### config.mk
export PLATFORM = sky130hd
export DESIGN_NAME = param_sync_fifo
export DESIGN_NICKNAME = d
export VERILOG_FILES = /design/src/rtl/param_sync_fifo.sv
export SDC_FILE = /design/constraint.sdc
export NUM_CORES = 1
export LEC_CHECK = 0
export CAP_MARGIN = 10
export CORE_ASPECT_RATIO = 0.5
export CORE_MARGIN = 2
export CORE_UTILIZATION = 45
export DETAILED_ROUTE_END_ITERATION = 16
export PLACE_DENSITY = 0.61
export RECOVER_POWER = 100
export SLEW_MARGIN = 20
export SYNTH_ARGS = -nofsm -noshare
export SYNTH_HDL_FRONTEND = slang
export SYNTH_SLANG_ARGS = --single-unit
### constraint.sdc
create_clock -name clk -period 2.45 [get_ports clk]
set_input_delay 0.3675 -clock clk [delete_from_list [all_inputs] [get_ports clk]]
set_output_delay 0.3675 -clock clk [all_outputs]
set_load 0.005 [all_outputs]
### src/rtl/param_sync_fifo.sv
// ============================================================================
// param_sync_fifo : single-clock parameterised FIFO, registered or FWFT read
// Revision 1.0 : initial release
// ============================================================================
`timescale 1ns/1ps
`default_nettype none

module param_sync_fifo #(
  parameter int WIDTH     = 8,
  parameter int DEPTH     = 16,
  parameter int AF_THRESH = DEPTH - 2,
  parameter int AE_THRESH = 2,
  parameter int FWFT      = 0
) (
  input  logic                     clk,
  input  logic                     reset,
  input  logic                     clear,
  input  logic                     wr_en,
  input  logic [WIDTH-1:0]         data_in,
  input  logic                     rd_en,
  output logic [WIDTH-1:0]         data_out,
  output logic                     full,
  output logic                     empty,
  output logic                     almost_full,
  output logic                     almost_empty,
  output logic [$clog2(DEPTH):0]   count,
  output logic                     overflow,
  output logic                     underflow
);

  localparam int AW = $clog2(DEPTH);
  localparam int PW = AW + 1;

  logic [WIDTH-1:0] mem [DEPTH];
  logic [PW-1:0]    wr_ptr;
  logic [PW-1:0]    rd_ptr;
  logic [WIDTH-1:0] dout_q;
  logic [WIDTH-1:0] head;
  logic             rd_acc;
  logic             wr_acc;

  // A write into a full FIFO is allowed when the same cycle frees a slot.
  assign rd_acc = rd_en && !empty;
  assign wr_acc = wr_en && (!full || rd_en);
  assign head   = mem[rd_ptr[AW-1:0]];

  assign full         = (count == PW'(DEPTH));
  assign empty        = (count == '0);
  assign almost_full  = (count >= PW'(AF_THRESH));
  assign almost_empty = (count <= PW'(AE_THRESH));

  always_ff @(posedge clk) begin
    if (!reset && !clear && wr_acc) begin
      mem[wr_ptr[AW-1:0]] <= data_in;
    end
  end

  always_ff @(posedge clk) begin
    if (reset || clear) begin
      wr_ptr    <= '0;
      rd_ptr    <= '0;
      count     <= '0;
      overflow  <= 1'b0;
      underflow <= 1'b0;
    end else begin
      if (wr_acc) begin
        wr_ptr <= wr_ptr + 1'b1;
      end
      if (rd_acc) begin
        rd_ptr <= rd_ptr + 1'b1;
      end
      case ({wr_acc, rd_acc})
        2'b10:   count <= count + 1'b1;
        2'b01:   count <= count - 1'b1;
        default: count <= count;
      endcase
      overflow  <= wr_en && !wr_acc;
      underflow <= rd_en && empty;
    end
  end

  generate
    if (FWFT == 0) begin : g_std_read
      always_ff @(posedge clk) begin
        if (reset) begin
          dout_q <= '0;
        end else if (!clear && rd_acc) begin
          dout_q <= head;
        end
      end
      assign data_out = dout_q;
    end else begin : g_fwft_read
      // Track the presented head so the output holds it once the FIFO drains.
      always_ff @(posedge clk) begin
        if (reset) begin
          dout_q <= '0;
        end else if (!empty) begin
          dout_q <= head;
        end
      end
      assign data_out = empty ? dout_q : head;
    end
  endgenerate

endmodule

`default_nettype wire

==> flow_summary.toml <==
[power_and_ir_drop]
power_density_mw_per_mm2 = 739
leakage_nw = 2.44
peakVddDrop_uv = 613

[synthesis]
syn_inst = 338
synth_edf_count = 128
yosys-top-cells-count = "edfxtp_1 (128), nor2_1 (35), mux4_2 (32)"
syn_area_per_cell_um2 = 17.8
ys_seq_area_share_pct = 71.5
synth_top_area_share_pct = 63.9
yosys_warnings = 0
synth_cell_types = 37
synth_area_leaders = "edfxtp_1 (64%), mux4_2 (12%), dfxtp_1 (7.7%), nor2_1 (2.2%), ha_1 (1.9%)"
synth_top_area_cell = "edfxtp_1"
synth.cell_area_mm2 = 0.00602
synth_flop_cell = "edfxtp_1"
synth-seq-cells = 151
async_flop_share_pct = 0
synth_most_common_cell = "edfxtp_1"
synthesis.nets = 361

[route]
wl_per_cell_um = 21.2
finalWirelength_mm = 12.5
vias = 3307
ant_nets = 0
route.detailed.drc = 0
drt_iter0_markers = 301
firstDrtPassIters = 5
viasPerCell = 5.59

[global_route]
grt_first_pass_wirelength_mm = 19.2
grt_max_degree = 36
antenna_found_initial = 0
grt_usage_pct = 18.3
grt_overflow = 0
grt_pass1_vias = 3395

[critical_path]
start_kind = "register"
crit_fanout = 4
crit_cells = 11
cp_slowest_stage_delay_ns = 0.55
r2r_slack_ns = -0.1
reg2reg_depth = 11
cp-end-kind = "register"
crit_required_ns = 2.79
path_buf_inv = 2
cp_top_family = "simple AND/OR/NAND/NOR gates"
worstPathArrival_ns = 2.89
cp_cell_sequence = "or4_4, o21ai_4, inv_4, ha_4, buf_12, ha_4, nor2b_4, o21ai_4, nor4b_4, or3_1, a21oi_2"
path_class = "reg2reg"
slowest_stage = "or4_4"

[worst_hold_path]
hold_depth = 1
hold_path_class = "reg2reg"

[job]
drv_cap = 0

[placed_design]
dp_hpwl_mm = 8.23
placed_area_mm2 = 0.00680
place_congestion = 0.792
pre_cts_slack_ns = -0.255
portBuffers = 31

[cells_and_area]
diodes = 0
final_cell_area_mm2 = 0.00746
drive_gt1_share_pct = 30.8
fin_nets = 433
syn_to_final_growth_pct = 24.0

[clock_network]
numCtsBuffers = 17
hold_buffers = 0
clk_pin_slew_ns = 0.06
cts.path.max_buffers = 2
clock-sinks = 151
cts_tree = "yes"
htreeDepth = 4
root_buffer = "clkbuf_16"
clock_latency_ns = 0.41

[die]
dieArea_mm2 = 0.0144
start_util_pct = 46.9
pin_count = 32
die_h_um = 85.8
rows = 29
die_x_um = 168
coreArea_mm2 = 0.0128

[sta]
fmax_mhz = 392
rsz0062_at_grt = "true"
fin_ws_ns = -0.0997
max_slew_margin_pct = 53.0
hold_viol = 0
drv_slew = 0
fin_setup_tns_ns = -0.0997
finClkSkew_ns = 0.00840
worst_slew_pin_slew_ns = 0.703
setup_viol = 1
fin_crit_sh_pct = 104
period_needed_ns = 2.55

[run_status]
failed_checks = "negative setup slack"
status = "finished, violations left"
## worst register-to-register path, stage by stage (launching register included)
cell	delay, ns
dfxtp_2	0.32
or4_4	0.55
o21ai_4	0.17
inv_4	0.06
ha_4	0.17
buf_12	0.13
ha_4	0.26
nor2b_4	0.16
o21ai_4	0.07
nor4b_4	0.13
or3_1	0.34
a21oi_2	0.13
## layout by cell type, fill, tap and decap left out, types with 8 or more instances in the layout
| cell type | instances |
|---|---|
| a221o_1 | 8 |
| clkbuf_16 | 17 |
| inv_1 | 8 |
| clkdlybuf4s50_1 | 22 |
| buf_4 | 37 |
| edfxtp_1 | 128 |
| mux2i_1 | 8 |
| dlygate4sd3_1 | 8 |
| nor2_1 | 34 |
| nand2_1 | 11 |
| mux4_2 | 32 |
| mux2_2 | 8 |
| dfxtp_1 | 20 |
## cells by family (layout without fill, tap and decap cells)
logic type / after synthesis / in the layout / synth area share [%]
AOI/OAI and AO/OA: 24 / 24 / 3.06
adders and majority gates: 10 / 10 / 2.20
and+or+nand+nor: 72 / 72 / 5.51
muxes: 48 / 48 / 14.8
DFF: 151 / 151 / 71.5
xor gates and xnor gates: 7 / 7 / 1.02
buffers and inverters: 26 / 110 / 1.89
## power breakdown
part | total, mW | internal, mW | switching [mW] | leakage, nW
registers | 2.81 | 2.80 | 0.00856 | 1.34
logic | 0.248 | 0.118 | 0.130 | 0.825
clock network | 2.46 | 1.49 | 0.968 | 0.271
total | 5.52 | 4.41 | 1.11 | 2.44
## registers in the layout (all words and copies together) (netlist names)
signal,cells
mem,128
overflow,1
count,5
rd_ptr,4
underflow,1
data_out,8
wr_ptr,4
## metal layers
layer	track usage, %	vias up	part of all wire, %
met4	4.27	0	0.65
met3	3.88	7	7.2
met1	25.8	1738	44
met2	30.0	94	48
li1	-	1468	-
met5	0	-	0
## worst paths after layout
check                                 start          end
worst max-delay path               count[3]     count[4]
worst max register to register     count[3]     count[4]
worst min-delay path            data_out[5]  data_out[5]
worst min register to register  data_out[5]  data_out[5]
## layout make-up
type,instances,area [µm²]
clock buffer,19,433
clock inverter,12,130
fill,973,5380
inverter,9,36.3
multi-input combinational,161,1710
sequential,151,4310
tap,170,213
timing repair buffer,70,631
## through the flow
| step | hold WS [ns] | utilization (%) | instances | power (mW) |
|---|---|---|---|---|
| floorplan | 0.466 | - | 338 | 2.97 |
| global placement | 0.478 | 52.9 | 559 | 3.08 |
| detailed placement | 0.476 | 52.9 | 559 | 3.10 |
| CTS | 0.489 | 57.7 | 591 | 5.55 |
| global route | 0.521 | 58.1 | 592 | 5.69 |
| finish | 0.495 | 58.1 | 592 | 5.52 |
## repair_timing
item / 4_1_cts / 5_1_grt
endpoints found under the setup margin: 3 / 4
pin swaps: 6 / 4
buffers inserted: 1 / 1
resized for setup: 9 / 7
No activity file was read; power rests on OpenSTA's default activity.
